===== src/rtl/cpu_multicycle_param.sv =====
// Parametrised multicycle bus-based processor: NREGS registers, A/G accumulator ALU,
// Z flag, T0..T3 control FSM. Optional retired-instruction counter under CPU_RETIRE_CNT_EN.
`timescale 1ns/1ps
module cpu_multicycle_param #(
  parameter int DATA_W = 16,
  parameter int NREGS  = 8
) (
  input  logic              clk,
  input  logic              resetn,
  input  logic              run,
  input  logic [DATA_W-1:0] din,
  output logic [DATA_W-1:0] buswires,
  output logic              done,
  output logic              busy
`ifdef CPU_RETIRE_CNT_EN
  ,
  output logic [31:0]       retire_cnt
`endif
);

  localparam int RA_W = $clog2(NREGS);
  localparam int IR_W = 3 + 2 * RA_W;

  localparam logic [2:0] OP_MV   = 3'b000;
  localparam logic [2:0] OP_MVI  = 3'b001;
  localparam logic [2:0] OP_ADD  = 3'b010;
  localparam logic [2:0] OP_SUB  = 3'b011;
  localparam logic [2:0] OP_AND  = 3'b100;
  localparam logic [2:0] OP_OR   = 3'b101;
  localparam logic [2:0] OP_XOR  = 3'b110;
  localparam logic [2:0] OP_MVNZ = 3'b111;

  typedef enum logic [1:0] {T0 = 2'd0, T1 = 2'd1, T2 = 2'd2, T3 = 2'd3} state_t;
  typedef enum logic [2:0] {
    SEL_ZERO = 3'd0, SEL_DIN = 3'd1, SEL_RX = 3'd2, SEL_RY = 3'd3, SEL_G = 3'd4
  } bus_sel_t;

  function automatic logic [DATA_W-1:0] alu_fn(input logic [2:0] op,
                                               input logic [DATA_W-1:0] a,
                                               input logic [DATA_W-1:0] b);
    case (op)
      OP_ADD:  alu_fn = a + b;
      OP_SUB:  alu_fn = a + ~b + DATA_W'(1);
      OP_AND:  alu_fn = a & b;
      OP_OR:   alu_fn = a | b;
      OP_XOR:  alu_fn = a ^ b;
      default: alu_fn = {DATA_W{1'b0}};
    endcase
  endfunction

  // mv, mvi and mvnz finish in T1; everything else goes through the ALU
  function automatic logic is_move(input logic [2:0] op);
    is_move = (op == OP_MV) || (op == OP_MVI) || (op == OP_MVNZ);
  endfunction

  state_t            state_r, state_s;
  bus_sel_t          bus_sel_s;
  logic [IR_W-1:0]   ir_r;
  logic [DATA_W-1:0] regs_r [NREGS];
  logic [DATA_W-1:0] a_r, g_r, alu_s;
  logic              z_r;
  logic              done_r, busy_r, done_s, busy_s;
  logic              ir_we_s, a_we_s, g_we_s, reg_we_s;
  logic [2:0]        op_s, next_op_s;
  logic [RA_W-1:0]   rx_s, ry_s;

  assign op_s = ir_r[IR_W-1 -: 3];
  assign rx_s = ir_r[2*RA_W-1 -: RA_W];
  assign ry_s = ir_r[RA_W-1:0];

  // Control FSM: next state, bus source and write enables
  always_comb begin
    state_s   = state_r;
    bus_sel_s = SEL_ZERO;
    ir_we_s   = 1'b0;
    a_we_s    = 1'b0;
    g_we_s    = 1'b0;
    reg_we_s  = 1'b0;
    case (state_r)
      T0: begin
        if (run) begin
          ir_we_s = 1'b1;
          state_s = T1;
        end else begin
          state_s = T0;
        end
      end
      T1: begin
        case (op_s)
          OP_MV: begin
            bus_sel_s = SEL_RY;
            reg_we_s  = 1'b1;
            state_s   = T0;
          end
          OP_MVI: begin
            bus_sel_s = SEL_DIN;
            reg_we_s  = 1'b1;
            state_s   = T0;
          end
          OP_MVNZ: begin
            bus_sel_s = SEL_RY;
            reg_we_s  = ~z_r;
            state_s   = T0;
          end
          default: begin
            bus_sel_s = SEL_RX;
            a_we_s    = 1'b1;
            state_s   = T2;
          end
        endcase
      end
      T2: begin
        bus_sel_s = SEL_RY;
        g_we_s    = 1'b1;
        state_s   = T3;
      end
      T3: begin
        bus_sel_s = SEL_G;
        reg_we_s  = 1'b1;
        state_s   = T0;
      end
      default: begin
        state_s = T0;
      end
    endcase
  end

  // Single-source bus mux; din only reaches the bus in mvi T1
  always_comb begin
    buswires = {DATA_W{1'b0}};
    case (bus_sel_s)
      SEL_DIN:  buswires = din;
      SEL_RX:   buswires = regs_r[rx_s];
      SEL_RY:   buswires = regs_r[ry_s];
      SEL_G:    buswires = g_r;
      default:  buswires = {DATA_W{1'b0}};
    endcase
  end

  assign alu_s = alu_fn(op_s, a_r, buswires);

  // Look-ahead decode so done/busy can be registered yet align with the state they describe
  always_comb begin
    next_op_s = op_s;
    done_s    = 1'b0;
    busy_s    = (state_s != T0);
    if (ir_we_s) begin
      next_op_s = din[IR_W-1 -: 3];
    end else begin
      next_op_s = op_s;
    end
    if (state_s == T3) begin
      done_s = 1'b1;
    end else if (state_s == T1) begin
      done_s = is_move(next_op_s);
    end else begin
      done_s = 1'b0;
    end
  end

  // State, instruction, accumulator, result, flag and status registers
  always_ff @(posedge clk or negedge resetn) begin
    if (!resetn) begin
      state_r <= T0;
      ir_r    <= {IR_W{1'b0}};
      a_r     <= {DATA_W{1'b0}};
      g_r     <= {DATA_W{1'b0}};
      z_r     <= 1'b0;
      done_r  <= 1'b0;
      busy_r  <= 1'b0;
    end else begin
      state_r <= state_s;
      done_r  <= done_s;
      busy_r  <= busy_s;
      if (ir_we_s) begin
        ir_r <= din[IR_W-1:0];
      end
      if (a_we_s) begin
        a_r <= buswires;
      end
      if (g_we_s) begin
        g_r <= alu_s;
        z_r <= (alu_s == {DATA_W{1'b0}});
      end
    end
  end

  // General register file, written from the bus
  always_ff @(posedge clk or negedge resetn) begin
    if (!resetn) begin
      for (int i = 0; i < NREGS; i++) begin
        regs_r[i] <= {DATA_W{1'b0}};
      end
    end else if (reg_we_s) begin
      regs_r[rx_s] <= buswires;
    end
  end

  assign done = done_r;
  assign busy = busy_r;

`ifdef CPU_RETIRE_CNT_EN
  logic [31:0] retire_cnt_r;

  // Retired-instruction counter, one count per done cycle, wraps naturally
  always_ff @(posedge clk or negedge resetn) begin
    if (!resetn) begin
      retire_cnt_r <= 32'd0;
    end else if (done_r) begin
      retire_cnt_r <= retire_cnt_r + 32'd1;
    end
  end

  assign retire_cnt = retire_cnt_r;
`endif

endmodule


===== config.mk =====
export PLATFORM = sky130hd
export DESIGN_NAME = cpu_multicycle_param
export DESIGN_NICKNAME = d
export VERILOG_FILES = /design/src/rtl/cpu_multicycle_param.sv
export SDC_FILE = /design/constraint.sdc
export NUM_CORES = 1
export LEC_CHECK = 0
export ABC_CLOCK_PERIOD_IN_PS = 12500
export CAP_MARGIN = 20
export CORE_AREA = 5 5 164 166
export CTS_BUF_LIST = sky130_fd_sc_hd__clkbuf_16
export CTS_CLUSTER_SIZE = 12
export DETAILED_ROUTE_END_ITERATION = 8
export DIE_AREA = 0 0 169 171
export PLACE_DENSITY_LB_ADDON = 0.15
export SYNTH_ARGS = -nofsm -noshare
export SYNTH_HDL_FRONTEND = slang
export SYNTH_SLANG_ARGS = --single-unit

===== constraint.sdc =====
create_clock -name clk -period 12.5 [get_ports clk]
set_clock_uncertainty 0.1 [all_clocks]
set_input_delay 2.5 -clock clk [delete_from_list [all_inputs] [get_ports clk]]
set_output_delay 2.5 -clock clk [all_outputs]
set_load 0.02 [all_outputs]

==> results.md, run 1 <==
* Delay-heaviest family, CP: buffers and inverters
* Total vias in the final route at 9492
* Vias in the first global route at 9438
* Syn Nets at 1310
* Startpoint Class: input port
* Worst endpoint required time at 9.90 ns
* CTS clk-pin slew, worst paths at 0.06 ns
* Initial antenna violation count at 0
* Syn-to-layout area delta at 10.33%
* R2R depth at 19
* Setup Viol. Count Final at 0
* Hpwl dp at 24860 µm
* Post-CTS Hold Buffers at 0
* Cell mode on critical path: clkdlybuf4s50_1
* Clock Tree Root: clkbuf_16
* Final #Nets at 1301
* Fill count at 2439
* DR pass1 iterations at 5
* WHS at 0.3879 ns
* Die Ht at 171 µm
* Post-synth cell types at 72
* Clock Latency Late Sink at 0.43 ns
* Outcome: finished clean
* Fin Setup TNS at 0 ns
* I/O pin total at 37
* Register area share after synthesis at 39.24%
* Ranking of synthesized cells by area: dfrtp_1 (39%), o21ai_0 (7.2%), mux4_2 (7.1%), nand2_1 (6.8%), ha_1 (5.8%)
* Clk sinks at 174
* Avg Cell Area, Syn at 8.964 µm²
* Std cell rows at 59
* CP arrival at 4.78 ns
* Worst Tran Pin Value at 1.108 ns
* Worst path bufs/invs at 3
* CP Class: input port to output pin
* PortBufs at 36
* # Max-Cap Violations at 0
* Crit share post-route at 59.00%
* CTS tree: built
* Crit-path cells: clkdlybuf4s50_1, a22oi_1, o21ai_1, nor2_1, inv_1, clkdlybuf4s50_1
* Max transition margin at 24.21%
* Worst path max stage delay at 0.71 ns
* Min-Delay Path Class: register to register
* CP Depth at 6
* Largest net degree at the start of global routing at 68
* Starting Density at 43.57%
* CP Capture Type: output pin
* Cell count after synthesis at 1238
* RSZ-0062 raised after global routing: no
* GP Congestion at 0.9351
* Async S/R FF share, synth at 100.0%
* Multi-input logic area at 6186 µm²
* TritonCTS Buffers at 17
* Final worst path period need at 7.376 ns
* Area leader, netlist: dfrtp_1
* Slowest stage cell, crit path: nor2_1
* Core footprint at 25470 µm²
* Chip Width at 169 µm
* Hold Vio Cnt, Final at 0
* EDFF count, synth at 0
* Share of cells above drive strength 1 at 9.919%
* Die area at 28900 µm²
* Syn. warnings at 0
* Post-CTS setup buffers at 0
* CP Max Fanout at 11
* FF+latch count, synth at 174
* Maximum clock rate at 135.6 MHz
* # diodes at 0
* Gr ovfl total at 0
* Max-slew violation count at 0
* DR DRC count at 0
* 1st-iter DRT viols at 712
* H-tree depth at 4
* Most used flip-flop cell after synthesis: dfrtp_1
* GRT Total Usage at 24.86%
* Post_cts resized at 0
* Vias per cell at 6.027
* Storage cell area at 4357 µm²
* First-pass GRT wire length at 55610 µm
* DRT Wirelength at 35470 µm
* Placed Area at 11710 µm²
* CTS max path bufs at 2
* Hold path cells at 2
* Routed Antenna Nets at 0
* Cell Area, Synth at 11100 µm²
* Final Cell Area at 12240 µm²
* Wirelength per Cell at 22.52 µm
* Post-synth top area share at 39.24%
==> metrics by stage <==
| stage | setup WS (ns) | utilization [%] | instances |
|---|---|---|---|
| 2_1_floorplan | 6.394 | - | 1238 |
| 3_3_place_gp | 5.212 | 45.99 | 1544 |
| 4_1_cts | 5.190 | 48.01 | 1574 |
| 3_5_place_dp | 5.207 | 45.99 | 1544 |
| 6_report | 5.124 | 48.07 | 1575 |
| 5_1_grt | 5.024 | 48.07 | 1575 |
==> state kept, by name, summed over array words and instances (netlist names) <==
signal	flops
regs_r	128
state_r	2
busy	1
a_r	16
done	1
ir_r	9
g_r	16
z_r	1
==> final timing paths <==
path	start	slack, ns	end
worst min-delay path	g_r[8]$_DFFE_PN0P_	0.39	g_r[8]$_DFFE_PN0P_
max in group asynchronous	resetn	9.05	ir_r[5]$_DFFE_PN0P_
worst max register to register	ir_r[4]$_DFFE_PN0P_	6.30	z_r$_DFFE_PN0P_
min in group asynchronous	resetn	1.92	regs_r[80]$_DFFE_PN0P_
worst max-delay path	din[7]	5.12	buswires[7]
worst min register to register	g_r[8]$_DFFE_PN0P_	0.39	g_r[8]$_DFFE_PN0P_
==> tightest hold or removal path, delay by kind of cell (launching register included) <==
kind / cells / cell delay, ns
and+or+nand+nor: 1 / 0.05
DFF: 1 / 0.35
AOI/OAI and AO/OA: 1 / 0.06
==> cell families after synthesis <==
group,Yosys count,synth area share [%]
fa+ha+maj,53,6.111
mux,90,12.28
buf+inv,142,5.074
simple gates,363,13.96
xor+xnor,8,0.6314
flops,174,39.24
compound gates,408,22.71
==> final cells by class <==
class | count | share of cell area, %
multi-input cells | 922 | 50.53
inverters | 50 | 1.533
repair buffers | 64 | 4.732
flip-flops and latches | 174 | 35.59
well taps | 335 | 3.424
clock inverters | 13 | 0.7256
clock buffers | 17 | 3.475
==> cells in the final DEF, fill, tap and decap left out, types with 12 or more instances in the layout <==
cell type,netlist,final
clkdlybuf4s50_1,0,35
nor2_1,81,81
mux2i_1,36,36
clkbuf_16,0,17
a21oi_1,69,69
a21o_1,16,16
nand3_1,13,13
o21ai_0,159,159
dfrtp_1,174,172
o22ai_1,32,32
o21a_1,12,12
buf_4,0,27
mux2_2,19,19
nor3_1,16,15
o21ai_1,21,21
inv_1,47,52
ha_1,51,51
nand2_1,201,201
mux4_2,35,35
==> synth_stat cells, drive strengths merged, types with 12 or more instances <==
master,number
a21oi,69
inv,50
nand3,13
nor3,18
o21a,12
mux4,35
mux2i,36
buf,32
dfrtp,174
o22ai,32
ha,51
mux2,19
clkbuf,60
nor2,81
nand2,201
a21o,16
o21ai,180
==> per-layer routing <==
| layer | wire length [µm] | track usage [%] | part of all wire, % | vias to the layer above |
|---|---|---|---|---|
| met2 | 16850 | 40.70 | 47 | 328 |
| met1 | 15610 | 33.84 | 44 | 4650 |
| met5 | 0 | 0 | 0 | - |
| met3 | 1927 | 4.251 | 5.4 | 78 |
| met4 | 1091 | 8.190 | 3.1 | 0 |
| li1 | - | - | - | 4436 |
Power of run 1 is left out: the tool's default activity adds up to more than one toggle a clock period on the data nets, which glitch-free logic cannot reach.
==> inputs of run 2 (changes only) <==
- ABC_CLOCK_PERIOD_IN_PS: 12500 -> 6300
- clock period: 12.5 -> 6.3 ns (I/O delays scaled with it)
==> run 2 against run 1 <==
Net effect:
- die area did not move
- final cell count rose by 0.57%
- global-route usage rose by 0.84 points
- non-clock buffer count rose by 8
- hold slack got worse by 0.0077 ns
- worst setup slack got worse by 4.8 ns
- utilization rose by 0.64 points
- wire length rose by 3.1%
- clock-buffer cell count did not move
- final area rose by 1.3%
- critical path type is now register to register
- largest cell class unchanged
==> results.md, run 2 (synthesis gave the netlist of run 1 again) <==
* Outcome: finished clean
* # Max-Cap Violations at 0 (unchanged)
* Gr ovfl total at 0 (unchanged)
* Clock Tree Root: clkbuf_16
* Setup Viol. Count Final at 0 (unchanged)
* H-tree depth at 4 (unchanged)
* PortBufs at 36 (unchanged)
* Fill count at 2426 (-0.53%)
* Crit share post-route at 94.80%
* Chip Width at 169 µm (unchanged)
* Register bank with the most flops: regs_r
* Setup slack, reg-to-reg at 0.33 ns (-5.97 ns)
* DR DRC count at 0 (unchanged)
* CTS max path bufs at 2 (unchanged)
* Vias in the first global route at 9407 (-0.33%)
* Fin cells at 1584 (+0.57%)
* Post-CTS Hold Buffers at 0 (unchanged)
* DR pass1 iterations at 5 (unchanged)
* GRT Total Usage at 25.70% (+0.84 points)
* Share of cells above drive strength 1 at 10.97% (+1.0 points)
* Wirelength per Cell at 23.09 µm (+2.5%)
* Max transition margin at 35.46% (+11 points)
* Max-slew violation count at 0 (unchanged)
* Final #Nets at 1309 (+0.61%)
* Wl on met1 at 15890 µm (+1.8%)
* Syn-to-layout area delta at 11.79%
* I/O pin total at 37 (unchanged)
* Min-Delay Path Class: register to register
* Die Ht at 171 µm (unchanged)
* Largest net degree at the start of global routing at 85 (+25%)
* Routed Antenna Nets at 0 (unchanged)
* First-pass GRT wire length at 57150 µm (+2.8%)
* CTS clk-pin slew, worst paths at 0.07 ns (about the same)
* Startpoint Class: register
* Clock Latency Late Sink at 0.43 ns (about the same)
* Post_cts resized at 0 (unchanged)
* DRT Wirelength at 36570 µm (+3.1%)
* Clk sinks at 174 (unchanged)
* Maximum clock rate at 167.4 MHz
* Placed cell count at 1551 (+0.45%)
* Fin Setup TNS at 0 ns (unchanged)
* # diodes at 0 (unchanged)
* CP Max Fanout at 14 (+3)
* CTS tree: built
* Post-CTS setup buffers at 0 (unchanged)
* TritonCTS Buffers at 17 (unchanged)
* Commonest non-fill, non-tap cell in the layout: nand2_1
* Core footprint at 25470 µm² (unchanged)
* Top sig layer: met4
* CP Capture Type: register
* Max reg flops at 128 (unchanged)
* Vias per cell at 6.015 (-0.19%)
* Starting Density at 43.57% (unchanged)
* Hold Vio Cnt, Final at 0 (unchanged)
* Initial antenna violation count at 0 (unchanged)
* Met2 wire length at 17480 µm (+3.8%)
* Std cell rows at 59 (unchanged)
* Most frequent cells in the layout: nand2_1 (201), dfrtp_1 (172), o21ai_0 (159)
* Total vias in the final route at 9528 (+0.38%)
* CP arrival at 6.24 ns (+1.46 ns)
* 1st-iter DRT viols at 794 (+12%)
* Final core occ at 48.71% (+0.64 points)
* Final worst path period need at 5.972 ns
* DR WL met3 at 2095 µm (+8.7%)
* RSZ-0062 raised after global routing: no
* Worst Tran Pin Value at 0.9661 ns (-0.1420 ns)
* GP Congestion at 0.9167 (-2.0%)
* CP Class: register to register
* Hpwl dp at 26540 µm (+6.8%)
* Die area at 28900 µm² (unchanged)
* Worst endpoint required time at 6.57 ns (-3.33 ns)
* Top flop regs: regs_r: 128 flops, a_r: 16 flops, g_r: 16 flops
run 2: cell types whose count changed in the layout (fill, tap and decap cells not counted), moves of 2 or more:
| cell | previous run | this run |
|---|---|---|
| buf_4 | 27 | 33 |
| inv_1 | 52 | 50 |
| buf_12 | 0 | 2 |
| bufinv_16 | 1 | 3 |
| clkinv_1 | 3 | 0 |
| clkinv_2 | 1 | 4 |
run 2: critical path: stages, from the launching register on:
cell	delay [ns]
dfrtp_1	0.63
buf_4	0.28
nor2b_1	0.60
nand2_1	0.36
o221ai_1	0.36
nor2_1	0.07
a221oi_1	0.21
o21a_1	0.42
ha_1	0.41
nor2b_1	0.20
o31ai_2	0.38
o21ai_1	0.25
a31oi_1	0.40
o211ai_1	0.14
a311oi_1	0.50
nand3_1	0.19
nor3_1	0.22
a32o_1	0.18
run 2: final cells by class:
class                   count  area (µm²)  area share, %
inverters                  50       187.7          1.513
multi-input cells         922        6185          49.85
clock buffers              17       425.4          3.429
repair buffers             72       676.9          5.456
flip-flops and latches    174        4357          35.12
well taps                 335       419.2          3.379
clock inverters            14       155.1          1.251
run 2: layer usage:
metal,GRT usage (%),vias up
li1,-,4454
met1,34.67,4641
met2,42.37,351
met3,4.367,82
met4,8.645,0
met5,0,-
run 2: path summary, 6_finish.rpt:
kind / start / end / cells past startpoint
worst max-delay path: ir_r[3]$_DFFE_PN0P_ / z_r$_DFFE_PN0P_ / 17
worst min-delay path: g_r[7]$_DFFE_PN0P_ / g_r[7]$_DFFE_PN0P_ / 2
worst max register to register: ir_r[3]$_DFFE_PN0P_ / z_r$_DFFE_PN0P_ / 17
worst min register to register: g_r[7]$_DFFE_PN0P_ / g_r[7]$_DFFE_PN0P_ / 2
max in group asynchronous: resetn / regs_r[44]$_DFFE_PN0P_ / 2
min in group asynchronous: resetn / regs_r[48]$_DFFE_PN0P_ / 1
run 2: stage by stage:
step	hold slack, ns	setup slack (ns)	cell area, µm²
floorplan	0.3466	1.718	11100
global placement	0.3617	0.4269	11790
detailed placement	0.3713	0.4140	11790
CTS	0.3861	0.3982	12370
global route	0.4136	0.1248	12410
finish	0.3802	0.3276	12410
Power of run 2 is left out for the same reason.
==> inputs of run 3 (changes only) <==
- CORE_AREA: 5 5 164 166 -> 5 5 147 149
- DIE_AREA: 0 0 169 171 -> 0 0 152 154
==> run 3 against run 2 <==
Net effect:
- critical path depth decreased by 1
- wire length decreased by 1.4%
- final cell count decreased by 3.8%
- maximum frequency increased by 4.3%
- hold slack improved by 0.0051 ns
- die area decreased by 19%
- first-iteration DRC count increased by 20%
- utilization increased by 13 points
- largest cell class unchanged
- clock-buffer cell count unchanged
- final area decreased by 0.76%
- sequential share of layout area increased by 0.27 points
==> results.md, run 3 (synthesis gave the netlist of run 1 again) <==
* Outcome: finished clean
* Setup Viol. Count Final at 0 (unchanged)
* Initial antenna violation count at 0 (unchanged)
* GP Congestion at 0.9580 (+4.5%)
* # Max-Cap Violations at 0 (unchanged)
* RSZ-0062 raised after global routing: no
* Hpwl dp at 25620 µm (-3.5%)
* Worst endpoint required time at 6.57 ns (about the same)
* Max transition margin at 25.36% (-10 points)
* Post-CTS setup buffers at 0 (unchanged)
* Final #Nets at 1312 (+0.23%)
* GRT Total Usage at 30.89% (+5.2 points)
* Die area at 23410 µm² (-19%)
* Clock Latency Late Sink at 0.44 ns (about the same)
* Most frequent cells in the layout: nand2_1 (201), dfrtp_1 (172), o21ai_0 (159)
* Clock Tree Root: clkbuf_16
* Starting Density at 55.38% (+12 points)
* Largest net degree at the start of global routing at 89 (+4.7%)
* Max reg flops at 128 (unchanged)
* Total vias in the final route at 9767 (+2.5%)
* CTS max path bufs at 2 (unchanged)
* CTS clk-pin slew, worst paths at 0.07 ns (about the same)
* Post-CTS Hold Buffers at 0 (unchanged)
* Hold path cells at 2 (unchanged)
* Worst Tran Pin Value at 1.116 ns (+0.1501 ns)
* PortBufs at 36 (unchanged)
* Share of cells above drive strength 1 at 11.01% (+0.045 points)
* Worst path max stage delay at 0.81 ns (+0.18 ns)
* Slowest stage cell, crit path: dfrtp_2
* Wirelength per Cell at 23.66 µm (+2.5%)
* Chip Width at 152 µm (-10%)
* Routed Antenna Nets at 0 (unchanged)
* CP arrival at 6.00 ns (-0.24 ns)
* Hold Vio Cnt, Final at 0 (unchanged)
* DR DRC count at 0 (unchanged)
* I/O pin total at 37 (unchanged)
* TritonCTS Buffers at 17 (unchanged)
* Maximum clock rate at 174.6 MHz (+4.3%)
* Clk sinks at 174 (unchanged)
* Vias per cell at 6.409 (+6.5%)
* R2R depth at 16 (-1)
* Core footprint at 20040 µm² (-21%)
* Vias in the first global route at 9509 (+1.1%)
* Cell mode on critical path: nand2_1
* CTS tree: built
* Die Ht at 154 µm (-9.9%)
* Max-slew violation count at 0 (unchanged)
* Std cell rows at 52 (-12%)
* CP Class: register to register
* DRT Wirelength at 36070 µm (-1.4%)
* Post_cts resized at 0 (unchanged)
* Syn-to-layout area delta at 10.95%
* DR pass1 iterations at 5 (unchanged)
* CP Capture Type: register
* First-pass GRT wire length at 56550 µm (-1.1%)
* Fin Setup TNS at 0 ns (unchanged)
* Min-Delay Path Class: register to register
* H-tree depth at 4 (unchanged)
* Gr ovfl total at 0 (unchanged)
* 1st-iter DRT viols at 954 (+20%)
* Commonest non-fill, non-tap cell in the layout: nand2_1
* Crit-path cells: inv_1, nand2_1, o22ai_1, a2111oi_0, a221oi_1, o21a_1, ha_1, nor2_1, nand2_1, o211a_1, a21oi_1, o211ai_1, a311oi_1, nand3_1, nor3_1, a32o_1
* Register bank with the most flops: regs_r
* Top flop regs: regs_r: 128 flops, a_r: 16 flops, g_r: 16 flops
* Crit share post-route at 90.93% (-3.9 points)
* CP Max Fanout at 28 (+14)
* Startpoint Class: register
* Final worst path period need at 5.728 ns (-0.2440 ns)
run 3: changes by cell type in the layout (fill, tap and decap cells not counted):
cell | previous run | this run
buf_12 | 2 | 0
buf_16 | 1 | 0
buf_4 | 33 | 38
buf_8 | 0 | 1
clkinv_1 | 0 | 4
clkinv_2 | 4 | 2
clkinvlp_4 | 1 | 2
diode_2 | 0 | 1
inv_1 | 50 | 49
inv_6 | 1 | 0
run 3: path summary, 6_finish.rpt:
kind	to	slack, ns	from
worst max-delay path	z_r$_DFFE_PN0P_	0.57	ir_r[5]$_DFFE_PN0P_
worst min-delay path	g_r[7]$_DFFE_PN0P_	0.39	g_r[7]$_DFFE_PN0P_
worst max register to register	z_r$_DFFE_PN0P_	0.57	ir_r[5]$_DFFE_PN0P_
worst min register to register	g_r[7]$_DFFE_PN0P_	0.39	g_r[7]$_DFFE_PN0P_
max in group asynchronous	g_r[8]$_DFFE_PN0P_	4.05	resetn
min in group asynchronous	regs_r[18]$_DFFE_PN0P_	0.81	resetn
run 3: layout make-up:
type,instances,area (µm²)
fill,1801,7727
multi-input combinational,922,6185
sequential,174,4357
timing repair buffer,75,661.9
clock buffer,17,425.4
tap,270,337.8
inverter,50,187.7
clock inverter,15,155.1
antenna,1,2.502
run 3: critical path, delay by kind of cell (launching register included):
kind / cells / cell delay, ns
compound gates: 9 / 2.69
fa+ha+maj: 1 / 0.49
buf+inv: 1 / 0.45
flops: 1 / 0.81
simple gates: 5 / 1.13
run 3: metal layers:
metal,vias to the layer above,wire (µm),global-route usage (%)
li1,4459,-,-
met1,4731,15090,41.48
met2,492,16920,49.58
met3,85,2747,5.818
met4,0,1309,12.89
met5,-,0,0
run 3: per-stage QoR:
step / util, % / hold slack (ns) / instance area (µm²) / cells / setup WS (ns)
6_report: 61.44 / 0.3854 / 12310 / 1524 / 0.5717
5_1_grt: 61.43 / 0.4078 / 12310 / 1523 / 0.3307
2_1_floorplan: - / 0.3466 / 11100 / 1238 / 1.718
4_1_cts: 61.35 / 0.3888 / 12290 / 1522 / 0.7505
3_5_place_dp: 58.45 / 0.3741 / 11710 / 1490 / 0.7495
3_3_place_gp: 58.45 / 0.3671 / 11710 / 1490 / 0.7579
Power of run 3 is left out for the same reason.
